**src/rtl/mem_port_arbiter_if.sv**
```systemverilog
// Bus bundle between the two requesters (instruction fetch, data), the
// arbiter and a single-ported synchronous memory.
interface mem_port_arbiter_if #(
    parameter int MEM_WIDTH = 32,
    parameter int MEM_SIZE  = 256
);
    localparam int AW = (MEM_SIZE > 1) ? $clog2(MEM_SIZE) : 1;

    logic                 i_req;
    logic [AW-1:0]        i_addr;
    logic                 i_ack;
    logic                 i_rvalid;
    logic [MEM_WIDTH-1:0] i_rdata;

    logic                 d_req;
    logic                 d_we;
    logic [AW-1:0]        d_addr;
    logic [MEM_WIDTH-1:0] d_wdata;
    logic                 d_ack;
    logic                 d_rvalid;
    logic [MEM_WIDTH-1:0] d_rdata;

    logic [AW-1:0]        mem_addr;
    logic                 mem_read_en;
    logic                 mem_write_en;
    logic [MEM_WIDTH-1:0] mem_write_val;
    logic [MEM_WIDTH-1:0] mem_read_val;

    modport slave (
        input  i_req, i_addr, d_req, d_we, d_addr, d_wdata, mem_read_val,
        output i_ack, i_rvalid, i_rdata, d_ack, d_rvalid, d_rdata,
               mem_addr, mem_read_en, mem_write_en, mem_write_val
    );

    modport master (
        output i_req, i_addr, d_req, d_we, d_addr, d_wdata, mem_read_val,
        input  i_ack, i_rvalid, i_rdata, d_ack, d_rvalid, d_rdata,
               mem_addr, mem_read_en, mem_write_en, mem_write_val
    );
endinterface

```
**src/rtl/mem_port_arbiter.sv**
```systemverilog
// Round-robin arbiter sharing one synchronous memory port between an
// instruction-fetch and a data requester; one access per two cycles.
module mem_port_arbiter #(
    parameter int MEM_WIDTH = 32,
    parameter int MEM_SIZE  = 256
) (
    input  logic                clk,
    input  logic                rst_n,
    mem_port_arbiter_if.slave   bus,
    output logic                busy
);
    localparam int AW = (MEM_SIZE > 1) ? $clog2(MEM_SIZE) : 1;

    typedef enum logic [1:0] {IDLE, ISSUE, RESP} state_e;
    typedef enum logic {PORT_I, PORT_D} port_e;

    state_e               state_q;
    port_e                owner_q;
    port_e                last_q;
    logic                 we_q;
    logic                 i_ack_q, d_ack_q;
    logic                 i_rvalid_q, d_rvalid_q;
    logic [MEM_WIDTH-1:0] i_rdata_q, d_rdata_q;
    logic [AW-1:0]        mem_addr_q;
    logic                 rd_en_q, wr_en_q;
    logic [MEM_WIDTH-1:0] mem_wval_q;

    port_e winner;
    logic  any_req;
    logic  win_we;

    // NOTE: give every always_comb output a default first so no path leaves it unassigned (no latch).
    always_comb begin
        winner = PORT_I;
        if (bus.i_req && bus.d_req) begin
            winner = (last_q == PORT_I) ? PORT_D : PORT_I;
        end else if (bus.d_req) begin
            winner = PORT_D;
        end
    end

    assign any_req = bus.i_req || bus.d_req;
    assign win_we  = (winner == PORT_D) && bus.d_we;

    // NOTE: sequential state is only ever assigned with <= so every register sees pre-edge values.
    always_ff @(posedge clk or negedge rst_n) begin
        if (!rst_n) begin
            state_q    <= IDLE;
            owner_q    <= PORT_I;
            last_q     <= PORT_D;
            we_q       <= 1'b0;
            i_ack_q    <= 1'b0;
            d_ack_q    <= 1'b0;
            i_rvalid_q <= 1'b0;
            d_rvalid_q <= 1'b0;
            i_rdata_q  <= '0;
            d_rdata_q  <= '0;
            mem_addr_q <= '0;
            rd_en_q    <= 1'b0;
            wr_en_q    <= 1'b0;
            mem_wval_q <= '0;
        end else begin
            i_ack_q    <= 1'b0;
            d_ack_q    <= 1'b0;
            i_rvalid_q <= 1'b0;
            d_rvalid_q <= 1'b0;
            rd_en_q    <= 1'b0;
            wr_en_q    <= 1'b0;

            case (state_q)
                ISSUE: state_q <= RESP;
                RESP: begin
                    // Memory data is valid this cycle; completion is flagged next cycle.
                    if (owner_q == PORT_I) begin
                        i_rvalid_q <= 1'b1;
                        i_rdata_q  <= bus.mem_read_val;
                    end else begin
                        d_rvalid_q <= 1'b1;
                        if (!we_q) d_rdata_q <= bus.mem_read_val;
                    end
                end
                default: ;
            endcase

            // Arbitrate at the end of IDLE or RESP; a later assignment overrides the case above.
            if (state_q != ISSUE) begin
                if (any_req) begin
                    state_q    <= ISSUE;
                    owner_q    <= winner;
                    last_q     <= winner;
                    we_q       <= win_we;
                    i_ack_q    <= (winner == PORT_I);
                    d_ack_q    <= (winner == PORT_D);
                    mem_addr_q <= (winner == PORT_D) ? bus.d_addr : bus.i_addr;
                    rd_en_q    <= !win_we;
                    wr_en_q    <= win_we;
                    if (win_we) mem_wval_q <= bus.d_wdata;
                end else begin
                    state_q <= IDLE;
                end
            end
        end
    end

    assign bus.i_ack         = i_ack_q;
    assign bus.d_ack         = d_ack_q;
    assign bus.i_rvalid      = i_rvalid_q;
    assign bus.d_rvalid      = d_rvalid_q;
    assign bus.i_rdata       = i_rdata_q;
    assign bus.d_rdata       = d_rdata_q;
    assign bus.mem_addr      = mem_addr_q;
    assign bus.mem_read_en   = rd_en_q;
    assign bus.mem_write_en  = wr_en_q;
    assign bus.mem_write_val = mem_wval_q;
    assign busy              = (state_q == ISSUE) || (state_q == RESP);
endmodule

```
**src/flat_wrapper.sv**
```systemverilog
// flat-port wrapper written by rule: the top's interface ports become plain ports
module mem_port_arbiter_flat 
#(
    parameter int MEM_WIDTH = 32,
    parameter int MEM_SIZE  = 256
)
  (clk, rst_n, busy, bus_i_req, bus_i_addr, bus_d_req, bus_d_we, bus_d_addr, bus_d_wdata, bus_mem_read_val, bus_i_ack, bus_i_rvalid, bus_i_rdata, bus_d_ack, bus_d_rvalid, bus_d_rdata, bus_mem_addr, bus_mem_read_en, bus_mem_write_en, bus_mem_write_val);
  mem_port_arbiter_if #(.MEM_WIDTH(MEM_WIDTH), .MEM_SIZE(MEM_SIZE)) bus_i ();
  input  logic clk;
  input  logic rst_n;
  output logic busy;
  input wire logic [$bits(bus_i.i_req)-1:0] bus_i_req;
  input wire logic [$bits(bus_i.i_addr)-1:0] bus_i_addr;
  input wire logic [$bits(bus_i.d_req)-1:0] bus_d_req;
  input wire logic [$bits(bus_i.d_we)-1:0] bus_d_we;
  input wire logic [$bits(bus_i.d_addr)-1:0] bus_d_addr;
  input wire logic [$bits(bus_i.d_wdata)-1:0] bus_d_wdata;
  input wire logic [$bits(bus_i.mem_read_val)-1:0] bus_mem_read_val;
  output wire logic [$bits(bus_i.i_ack)-1:0] bus_i_ack;
  output wire logic [$bits(bus_i.i_rvalid)-1:0] bus_i_rvalid;
  output wire logic [$bits(bus_i.i_rdata)-1:0] bus_i_rdata;
  output wire logic [$bits(bus_i.d_ack)-1:0] bus_d_ack;
  output wire logic [$bits(bus_i.d_rvalid)-1:0] bus_d_rvalid;
  output wire logic [$bits(bus_i.d_rdata)-1:0] bus_d_rdata;
  output wire logic [$bits(bus_i.mem_addr)-1:0] bus_mem_addr;
  output wire logic [$bits(bus_i.mem_read_en)-1:0] bus_mem_read_en;
  output wire logic [$bits(bus_i.mem_write_en)-1:0] bus_mem_write_en;
  output wire logic [$bits(bus_i.mem_write_val)-1:0] bus_mem_write_val;
  assign bus_i.i_req = bus_i_req;
  assign bus_i.i_addr = bus_i_addr;
  assign bus_i.d_req = bus_d_req;
  assign bus_i.d_we = bus_d_we;
  assign bus_i.d_addr = bus_d_addr;
  assign bus_i.d_wdata = bus_d_wdata;
  assign bus_i.mem_read_val = bus_mem_read_val;
  assign bus_i_ack = bus_i.i_ack;
  assign bus_i_rvalid = bus_i.i_rvalid;
  assign bus_i_rdata = bus_i.i_rdata;
  assign bus_d_ack = bus_i.d_ack;
  assign bus_d_rvalid = bus_i.d_rvalid;
  assign bus_d_rdata = bus_i.d_rdata;
  assign bus_mem_addr = bus_i.mem_addr;
  assign bus_mem_read_en = bus_i.mem_read_en;
  assign bus_mem_write_en = bus_i.mem_write_en;
  assign bus_mem_write_val = bus_i.mem_write_val;
  mem_port_arbiter #(.MEM_WIDTH(MEM_WIDTH), .MEM_SIZE(MEM_SIZE)) u_core (.clk(clk), .rst_n(rst_n), .bus(bus_i), .busy(busy));
endmodule
```
**config.mk**
```make
export PLATFORM = sky130hd
export DESIGN_NAME = mem_port_arbiter_flat
export DESIGN_NICKNAME = d
export VERILOG_FILES = /design/src/rtl/mem_port_arbiter_if.sv /design/src/rtl/mem_port_arbiter.sv /design/src/flat_wrapper.sv
export SDC_FILE = /design/constraint.sdc
export NUM_CORES = 1
export LEC_CHECK = 0
export BUFFER_PORTS_ARGS = -buffer_cell sky130_fd_sc_hd__buf_2
export CORE_ASPECT_RATIO = 1.4
export CORE_MARGIN = 4
export CORE_UTILIZATION = 38
export CTS_BUF_LIST = sky130_fd_sc_hd__clkbuf_16
export DETAILED_ROUTE_END_ITERATION = 8
export GPL_ROUTABILITY_DRIVEN = 0
export PLACE_DENSITY = 0.69
export SYNTH_ARGS = -nofsm -noshare
export SYNTH_HDL_FRONTEND = slang
export SYNTH_SLANG_ARGS = --single-unit
export TNS_END_PERCENT = 30
```
**constraint.sdc**
```tcl
create_clock -name clk -period 1.6 [get_ports clk]
set_input_delay 0.08 -clock clk [delete_from_list [all_inputs] [get_ports clk]]
set_output_delay 0.08 -clock clk [all_outputs]
set_load 0.05 [all_outputs]
```
==> results of run 1 <==
==> synthesized netlist by cell type (2+ instances only) <==
cell	n
mux2_4	29
nor2_1	9
ha_1	2
buf_12	3
dfrtp_1	114
mux2_2	66
a21oi_1	16
buf_2	8
inv_1	4
nand2_1	9
==> kinds of logic after synthesis <==
| kind of cell | Yosys count | synth area share |
|---|---|---|
| mux | 96 | 0.266 |
| fa+ha+maj | 2 | 0.00558 |
| compound gates | 22 | 0.0313 |
| buf+inv | 19 | 0.0304 |
| simple gates | 23 | 0.0246 |
| flops | 115 | 0.643 |
==> final cells by class <==
type	instances	area (µm²)	share of cell area
tap	144	180	0.0252
sequential	115	2880	0.402
timing repair buffer	290	2000	0.279
multi-input combinational	143	1480	0.207
clock inverter	14	170	0.0238
clock buffer	17	425	0.0594
inverter	6	30.0	0.00419
==> metal layers <==
layer  vias up  track usage  wire length, µm
met5         -            0                0
met4         0       0.0759              255
met3        17       0.0585              792
met2       130        0.324             6490
met1      1673        0.197             4350
li1       1556            -                -
==> sequential cells by signal, indices dropped and copies added, names as in the netlist, 2 cells and up <==
register,cells
u_core.state_q,2
u_core.bus.i_rdata,32
u_core.bus.d_rdata,32
u_core.bus.mem_addr,8
u_core.bus.mem_write_val,32
==> timing repair <==
action	4_1_cts	5_1_grt
hold buffers	82	0
endpoints found under the setup margin	0	25
hold endpoints to repair	145	0
resized for setup	0	3
==> placed cells by master (no fill, tap or decap), types with 3 or more instances in the layout <==
cell / netlist / final
a21oi_1: 16 / 16
buf_4: 0 / 6
inv_1: 4 / 4
dfrtp_1: 114 / 114
mux2_4: 29 / 29
clkbuf_16: 0 / 17
buf_2: 8 / 194
nor2_1: 9 / 9
mux2_2: 66 / 66
bufinv_16: 0 / 4
dlygate4sd3_1: 0 / 82
clkinv_2: 0 / 3
clkinv_1: 0 / 4
nand2_1: 9 / 9
buf_12: 3 / 8
==> per-stage QoR <==
step / instance area, µm² / instances
after detailed placement: 5740 / 616
final: 7160 / 729
after CTS: 7150 / 729
after global routing: 7160 / 729
after global placement: 5740 / 616
after floorplan: 4480 / 277
==> how the worst max path moves through the flow <==
stage | from | to | slack (ns) | depth (start not counted)
final | u_core.state_q[0]$_DFF_PN0_ | u_core.bus.mem_write_val[10]$_DFFE_PN0P_ | 0.08 | 6
after detailed placement | u_core.state_q[0]$_DFF_PN0_ | u_core.bus.mem_write_val[21]$_DFFE_PN0P_ | 0.03 | 6
after floorplan | u_core.state_q[0]$_DFF_PN0_ | u_core.bus.d_rdata[10]$_DFFE_PN0P_ | 0.04 | 7
after global routing | u_core.state_q[0]$_DFF_PN0_ | u_core.bus.mem_addr[5]$_DFFE_PN0P_ | 0.01 | 6
after global placement | u_core.state_q[0]$_DFF_PN0_ | u_core.bus.mem_write_val[3]$_DFFE_PN0P_ | 0.07 | 6
after CTS | u_core.state_q[0]$_DFF_PN0_ | u_core.bus.mem_write_val[11]$_DFFE_PN0P_ | 0.006 | 6
==> tightest hold or removal path: stages <==
cell     delay [ns]
buf_2          0.08
a21oi_1        0.05
a21oi_1        0.16
==> impl_results.md, run 1 <==
* Worst Skew at roughly 0.0074 ns
* Max Cap Viol at 0
* Global route total overflow at 0
* Worst hold slack at between 0.02 and 0.025 ns
* First-pass GRT wire length at roughly 19000 µm
* CP max FO at 12
* 1st-iter DRT viols at slightly above 60
* Largest net degree at the start of global routing at 44
* Sink Count at roughly 120
* Starting Density at 0.391
* Die Area at approximately 14000 µm²
* Synth-to-layout area growth at 59.8%
* Routed via count at approximately 3400
* Routed Antenna Nets at 0
* Synth Area per Inst at roughly 16 µm²
* Synth area leaders: dfrtp_1 (64%), mux2_2 (17%), mux2_4 (9.7%)
* Hold Crit Start: bus_d_addr[2]
* # fillers at between 800 and 900
* Clk_lat worst skew at about 0.4 ns
* Die Y at about 140 µm
* Yosys reg bits at approximately 120
* Register area share after synthesis at 0.643
* Vias in the first global route at ~3900
* Worst-Margin Slew at between 0.5 and 0.6 ns
* Number of buffers added for setup after CTS at 0
* H-tree depth at 4
* Endpoint class of the critical path: flip-flop
* DP HPWL at 7920 µm
* Top Ports at roughly 200
* Worst hold path class: primary input to flip-flop
* CTS tree: yes
* Worst setup margin at roughly 0.08 ns
* Final setup TNS at 0 ns
* Unrepaired setup endpoints after global routing: no
* Crit Reg-Reg Endpoint: u_core.bus.mem_write_val[10]$_DFFE_PN0P_
* Core ar. at 11500 µm²
* Count of final hold-check violations at 0
* Required time of the critical path at between 1.5 and 2 ns
* Worst path max stage delay at roughly 0.38 ns
* Crit Path Category: flip-flop to flip-flop
* FMAX at roughly 0.66 GHz
* Hold path cells at 3
* Slew Viols, Final at 0
* Nets at between 600 and 700
* Gr usage total at 0.182
* Post-Place Setup Slack at between 0.02 and 0.03 ns
* EDFF count, synth at 0
* Yosys top cell by area: dfrtp_1
* Worst Hold End: u_core.bus.mem_addr[2]$_DFFE_PN0P_
* Share of layout cells above drive strength 1 at 0.578
* Die Wd at 99.8 µm
* R2R Path Start: u_core.state_q[0]$_DFF_PN0_
* CTS Buffer Depth at 2
* Wire length per cell at roughly 16 µm
* Clock Pin Slew Worst Setup and Hold Paths at approximately 0.05 ns
* Initial antenna violation count at 0
* CP delay by family, top: flip-flops
* Diodes inserted at 0
* Cell count of the worst reg-to-reg path at 6
* Flop2flop setup slack at 0.08 ns
* Post-synth ARST share at 1.00
* Ratio of final minimum period to clock period at 0.950
* Synth Flop Type: dfrtp_1
* Arr. time, crit path at about 1.8 ns
* Status: finished clean
* Syn nets at ~360
* CP cell instances: ha_1 > inv_2 > nand3_4 > inv_8 > buf_12 > mux2_4
* Yosys Warn Count at 0
* Synth Instances at roughly 280
* Root buf cell: clkbuf_16
* Crit path time final at approximately 1.5 ns
* Fin util at 0.625
* Routed wire length at approximately 12000 µm
* Slew headroom at 0.622
* Final setup vio count at 0
* Number of distinct library cells after synthesis at 27
* DRC Markers at 0
* First drt pass iteration count at 4
* Crit-path slowest cell: dfrtp_1
* CP Launch Type: flip-flop
* Vias per Instance at between 4 and 5
* WP buf/inv at 3
* CTS Buf Count at 17
* FP Rows at 46
* Number of I/O port buffers at slightly below 200
* Yosys top cell area share at 0.637
* Syn Std Cell Area at 4480 µm²
Power of run 1 is left out: the tool's default activity adds up to more than one toggle a clock period on the data nets, which glitch-free logic cannot reach.
==> run 2: changes to the inputs <==
- CELL_PAD_IN_SITES_DETAIL_PLACEMENT: default -> 1
- CELL_PAD_IN_SITES_GLOBAL_PLACEMENT: default -> 2
- CORE_UTILIZATION: 38 -> 28
- PLACE_DENSITY: 0.69 -> default
- PLACE_DENSITY_LB_ADDON: default -> 0.1
==> impl_results.md, run 2 (synthesis gave the netlist of run 1 again) <==
* Routed via count at 3426 (was 3376)
* Die Area at 18100 µm² (was 13600 µm²)
* Number of buffers added for setup after CTS at 0 (unchanged)
* Ratio of final minimum period to clock period at 0.948 (was 0.950)
* Clk_lat worst skew at 0.40 ns (about the same)
* Global route total overflow at 0 (unchanged)
* Core ar. at 15700 µm² (was 11500 µm²)
* Top Ports at 196 (unchanged)
* FMAX at 0.659 GHz (was 0.658 GHz)
* Wire length per cell at 16.6 µm (was 16.3 µm)
* CP cell instances: inv_1 > ha_2 > and2_4 > nand2b_4 > buf_6 > mux2_2 (was ha_1 > inv_2 > nand3_4 > inv_8 > buf_12 > mux2_4)
* Worst path max stage delay at 0.35 ns (was 0.38 ns)
* Critical path depth at 6 (unchanged)
* CP delay by family, top: flip-flops (unchanged)
* Max Cap Viol at 0 (unchanged)
* Most common cell after layout, fill and taps aside: buf_2 (unchanged)
* Slew Viols, Final at 0 (unchanged)
* Post-Place Setup Slack at 0.0312 ns (was 0.0270 ns)
* Fin util at 0.467 (was 0.625)
* Largest net degree at the start of global routing at 46 (was 44)
* Placement Cell Area at 5810 µm² (was 5740 µm²)
* First-pass GRT wire length at 19900 µm (was 19100 µm)
* Flop2flop setup slack at 0.08 ns (about the same)
* Unrepaired setup endpoints after global routing: yes (was no)
* 1st-iter DRT viols at 64 (was 61)
* Slew headroom at 0.710 (was 0.622)
* Endpoint class of the critical path: flip-flop (unchanged)
* Nets at 668 (was 660)
* Vias in the first global route at 3840 (was 3858)
* Share of layout cells above drive strength 1 at 0.591 (was 0.578)
* Sink Count at 115 (unchanged)
* Status: finished clean (unchanged)
* Worst setup margin at 0.0828 ns (was 0.0805 ns)
* Worst-Margin Slew at 0.435 ns (was 0.567 ns)
* DRC Markers at 0 (unchanged)
* Root buf cell: clkbuf_16 (unchanged)
* Gr usage total at 0.143 (was 0.182)
* Number of I/O port buffers at 195 (unchanged)
* R2R Path Start: u_core.state_q[0]$_DFF_PN0_ (unchanged)
* DP HPWL at 8830 µm (was 7920 µm)
* Worst Skew at 0.00606 ns (was 0.00744 ns)
* Critical Path End: u_core.bus.d_rdata[31]$_DFFE_PN0P_ (was u_core.bus.mem_write_val[10]$_DFFE_PN0P_)
* Diodes inserted at 0 (unchanged)
* Crit-path slowest cell: dfrtp_1 (unchanged)
* Crit Path Category: flip-flop to flip-flop (unchanged)
* Initial antenna violation count at 0 (unchanged)
* CTS tree: yes (unchanged)
* Die Y at 158 µm (was 136 µm)
* H-tree depth at 4 (unchanged)
* Clock Pin Slew Worst Setup and Hold Paths at 0.06 ns (was 0.05 ns)
* Die Wd at 115 µm (was 99.8 µm)
* Worst hold path class: primary input to asynchronous set/reset pin (was primary input to flip-flop)
* Vias per Instance at 4.34 (was 4.63)
* Synth-to-layout area growth at 63.4% (was 59.8%)
* # fillers at 1642 (was 849)
* Routed Antenna Nets at 0 (unchanged)
* Count of final hold-check violations at 0 (unchanged)
* Required time of the critical path at 1.88 ns (about the same)
* CTS Buffer Depth at 2 (unchanged)
* Starting Density at 0.286 (was 0.391)
* CTS Buf Count at 17 (unchanged)
* Routed wire length at 13100 µm (was 11900 µm)
* Setup crit start: u_core.state_q[0]$_DFF_PN0_ (unchanged)
* Crit path time final at 1.52 ns (about the same)
* Most frequent cells in the layout: buf_2 (193), dfrtp_1 (114), dlygate4sd3_1 (84) (was buf_2 (194), dfrtp_1 (114), dlygate4sd3_1 (82))
* Final setup vio count at 0 (unchanged)
* FP Rows at 54 (was 46)
* Final Instance Area at 7320 µm² (was 7160 µm²)
* WP buf/inv at 2 (was 3)
* CP max FO at 6 (was 12)
* CP Launch Type: flip-flop (unchanged)
* First drt pass iteration count at 3 (was 4)
* Arr. time, crit path at 1.80 ns (about the same)
* Crit Reg-Reg Endpoint: u_core.bus.d_rdata[31]$_DFFE_PN0P_ (was u_core.bus.mem_write_val[10]$_DFFE_PN0P_)
* Cell count of the worst reg-to-reg path at 6 (unchanged)
==> run 2: how the worst min path moves through the flow <==
| stage | startpoint | to | slack, ns | cells past startpoint |
|---|---|---|---|---|
| floorplan | rst_n | u_core.bus.d_ack$_DFF_PN0_ | -0.22 | 0 |
| global placement | rst_n | u_core.bus.i_rdata[24]$_DFFE_PN0P_ | 0.05 | 1 |
| detailed placement | rst_n | u_core.bus.i_rdata[24]$_DFFE_PN0P_ | 0.06 | 1 |
| CTS | rst_n | u_core.bus.i_rdata[24]$_DFFE_PN0P_ | 0.17 | 2 |
| global route | rst_n | u_core.bus.i_rdata[24]$_DFFE_PN0P_ | 0.17 | 2 |
| finish | rst_n | u_core.bus.i_rdata[24]$_DFFE_PN0P_ | 0.16 | 2 |
==> run 2: worst reg2reg max path: stages, from the launching register on <==
cell and delay [ns]:
dfrtp_1 0.35, inv_1 0.05, ha_2 0.18, and2_4 0.16, nand2b_4 0.14, buf_6 0.17
mux2_2 0.34
==> run 2: through the flow <==
stage / std cells / hold slack, ns / TNS (ns)
2_1_floorplan: 277 / -0.216 / 0
3_3_place_gp: 671 / 0.0519 / 0
3_5_place_dp: 671 / 0.0598 / 0
4_1_cts: 787 / 0.168 / 0
5_1_grt: 790 / 0.175 / -0.00455
6_report: 790 / 0.164 / 0
==> run 2: layout make-up <==
cell class	count	area, µm²	area share
Inverter	6	30.0	0.00410
Clock inverter	15	159	0.0217
Clock buffer	17	425	0.0581
Sequential cell	115	2880	0.393
Tap cell	196	245	0.0335
Timing Repair Buffer	298	2100	0.287
Multi-Input combinational cell	143	1490	0.203
==> run 2: timing repair <==
item                                    in CTS  in global routing
endpoints found under the setup margin       0                 36
hold endpoints to repair                   158                  0
gates resized for setup                      0                  8
hold buffers                                84                  0
==> run 2: routing by layer <==
metal | up-vias | global-route usage | part of all wire
met1 | 1717 | 0.154 | 0.38
met2 | 119 | 0.254 | 0.53
li1 | 1573 | - | -
met3 | 17 | 0.0436 | 0.071
met5 | - | 0 | 0
met4 | 0 | 0.0643 | 0.022
Power of run 2 is left out for the same reason.
==> run 3: changes to the inputs <==
- PLACE_DENSITY_LB_ADDON: 0.1 -> 0.05
- SLEW_MARGIN: default -> 20
==> impl_results.md, run 3 (synthesis gave the netlist of run 1 again) <==
* Status: finished clean (unchanged)
* Endpoint class of the critical path: flip-flop (unchanged)
* Die Y at 158 µm (unchanged)
* First-pass GRT wire length at 19600 µm (was 19900 µm)
* Crit Path Category: flip-flop to flip-flop (unchanged)
* Crit-path slowest cell: dfrtp_1 (unchanged)
* Fin cells at 786 (was 790)
* Most common cell after layout, fill and taps aside: buf_2 (unchanged)
* Number of I/O port buffers at 195 (unchanged)
* Worst hold path class: primary input to asynchronous set/reset pin (unchanged)
* Routed via count at 3383 (was 3426)
* Worst path max stage delay at 0.38 ns (was 0.35 ns)
* Max Cap Viol at 0 (unchanged)
* H-tree depth at 4 (unchanged)
* Wire length per cell at 16.0 µm (was 16.6 µm)
* CP cell instances: ha_1 > inv_1 > nand3_4 > inv_6 > buf_4 > mux2_4 (was inv_1 > ha_2 > and2_4 > nand2b_4 > buf_6 > mux2_2)
* Crit path time final at 1.53 ns (was 1.52 ns)
* First drt pass iteration count at 2 (was 3)
* Top Ports at 196 (unchanged)
* Share of layout cells above drive strength 1 at 0.580 (was 0.591)
* Diodes inserted at 0 (unchanged)
* CTS Buffer Depth at 2 (unchanged)
* Worst hold slack at 0.230 ns (was 0.164 ns)
* FP Rows at 54 (unchanged)
* Core ar. at 15700 µm² (unchanged)
* CTS Buf Count at 17 (unchanged)
* Vias in the first global route at 3725 (was 3840)
* Clk_lat worst skew at 0.40 ns (about the same)
* Die Wd at 115 µm (unchanged)
* CP Launch Type: flip-flop (unchanged)
* Final setup TNS at 0 ns (unchanged)
* CTS tree: yes (unchanged)
* Routed wire length at 12600 µm (was 13100 µm)
* Starting Density at 0.286 (unchanged)
* Global route total overflow at 0 (unchanged)
* Arr. time, crit path at 1.81 ns (was 1.80 ns)
* DRC Markers at 0 (unchanged)
* FMAX at 0.653 GHz (was 0.659 GHz)
* Slew Viols, Final at 0 (unchanged)
* Worst Skew at 0.0117 ns (was 0.00606 ns)
* Worst-Margin Slew at 0.357 ns (was 0.435 ns)
* Crit Reg-Reg Endpoint: u_core.bus.mem_write_val[9]$_DFFE_PN0P_ (was u_core.bus.d_rdata[31]$_DFFE_PN0P_)
* Sink Count at 115 (unchanged)
* DP HPWL at 8840 µm (was 8830 µm)
* Gr usage total at 0.140 (was 0.143)
* Flop2flop setup slack at 0.07 ns (was 0.08 ns)
* # fillers at 1638 (was 1642)
* Clock Pin Slew Worst Setup and Hold Paths at 0.05 ns (was 0.06 ns)
* Largest net degree at the start of global routing at 63 (was 46)
* Die Area at 18100 µm² (unchanged)
* Nets at 665 (was 668)
* Cell count of the worst reg-to-reg path at 6 (unchanged)
* WP buf/inv at 3 (was 2)
* Routed Antenna Nets at 0 (unchanged)
* Required time of the critical path at 1.88 ns (about the same)
* Initial antenna violation count at 0 (unchanged)
* Number of buffers added for setup after CTS at 0 (unchanged)
* CP delay by family, top: buffers and inverters (was flip-flops)
* Unrepaired setup endpoints after global routing: no (was yes)
* Count of final hold-check violations at 0 (unchanged)
* Setup crit start: u_core.state_q[0]$_DFF_PN0_ (unchanged)
* R2R Path Start: u_core.state_q[0]$_DFF_PN0_ (unchanged)
* Root buf cell: clkbuf_16 (unchanged)
* Final setup vio count at 0 (unchanged)
* 1st-iter DRT viols at 91 (was 64)
* Slew headroom at 0.762 (was 0.710)
* Vias per Instance at 4.30 (was 4.34)
* Ratio of final minimum period to clock period at 0.957 (was 0.948)
* Placed cells at 670 (was 671)
* Most frequent cells in the layout: buf_2 (194), dfrtp_1 (114), dlygate4sd3_1 (85) (was buf_2 (193), dfrtp_1 (114), dlygate4sd3_1 (84))
* CP max FO at 9 (was 6)
* Synth-to-layout area growth at 60.5% (was 63.4%)
[run 3: worst max-delay path by stage]
stage                                               endpoint  slack (ns)  cells after the start
finish               u_core.bus.mem_write_val[9]$_DFFE_PN0P_        0.07                      6
detailed placement        u_core.bus.d_rdata[18]$_DFFE_PN0P_        0.05                      6
CTS                        u_core.bus.d_rdata[5]$_DFFE_PN0P_        0.04                      6
global route        u_core.bus.mem_write_val[26]$_DFFE_PN0P_       0.006                      6
floorplan                 u_core.bus.d_rdata[10]$_DFFE_PN0P_        0.04                      7
global placement          u_core.bus.d_rdata[18]$_DFFE_PN0P_        0.08                      6
[run 3: final cells by class]
| type | instances | area, µm² | area share |
|---|---|---|---|
| Tap cell | 196 | 245 | 0.0341 |
| Timing Repair Buffer | 295 | 2030 | 0.283 |
| Sequential cell | 115 | 2880 | 0.400 |
| Clock buffer | 17 | 425 | 0.0592 |
| Clock inverter | 14 | 98.8 | 0.0137 |
| Multi-Input combinational cell | 143 | 1480 | 0.206 |
| Inverter | 6 | 27.5 | 0.00383 |
[run 3: worst register-to-register path, stage by stage, from the launching register on]
cell     delay, ns
dfrtp_1       0.38
ha_1          0.22
inv_1         0.11
nand3_4       0.10
inv_6         0.15
buf_4         0.18
mux2_4        0.30
[run 3: what timing repair did]
| action | in CTS | in global routing |
|---|---|---|
| gates resized for setup | 0 | 3 |
| endpoints found under the hold margin | 221 | 1 |
| endpoints found under the setup margin | 0 | 12 |
| hold buffers | 84 | 1 |
[run 3: through the flow]
stage,instance area (µm²),worst slack (ns),util
after floorplan,4480,0.0392,-
after global placement,5810,0.0845,0.370
after detailed placement,5810,0.0459,0.370
after CTS,7170,0.0431,0.457
after global routing,7190,0.00573,0.459
final,7190,0.0690,0.459
[run 3: routing by layer]
metal	share of wire	vias to the layer above	wire (µm)	GRT usage
met5	0	-	0	0
met4	0.0093	0	117	0.0531
met3	0.063	9	796	0.0421
met2	0.54	113	6780	0.252
met1	0.39	1690	4890	0.155
li1	-	1571	-	-
Power of run 3 is left out for the same reason.
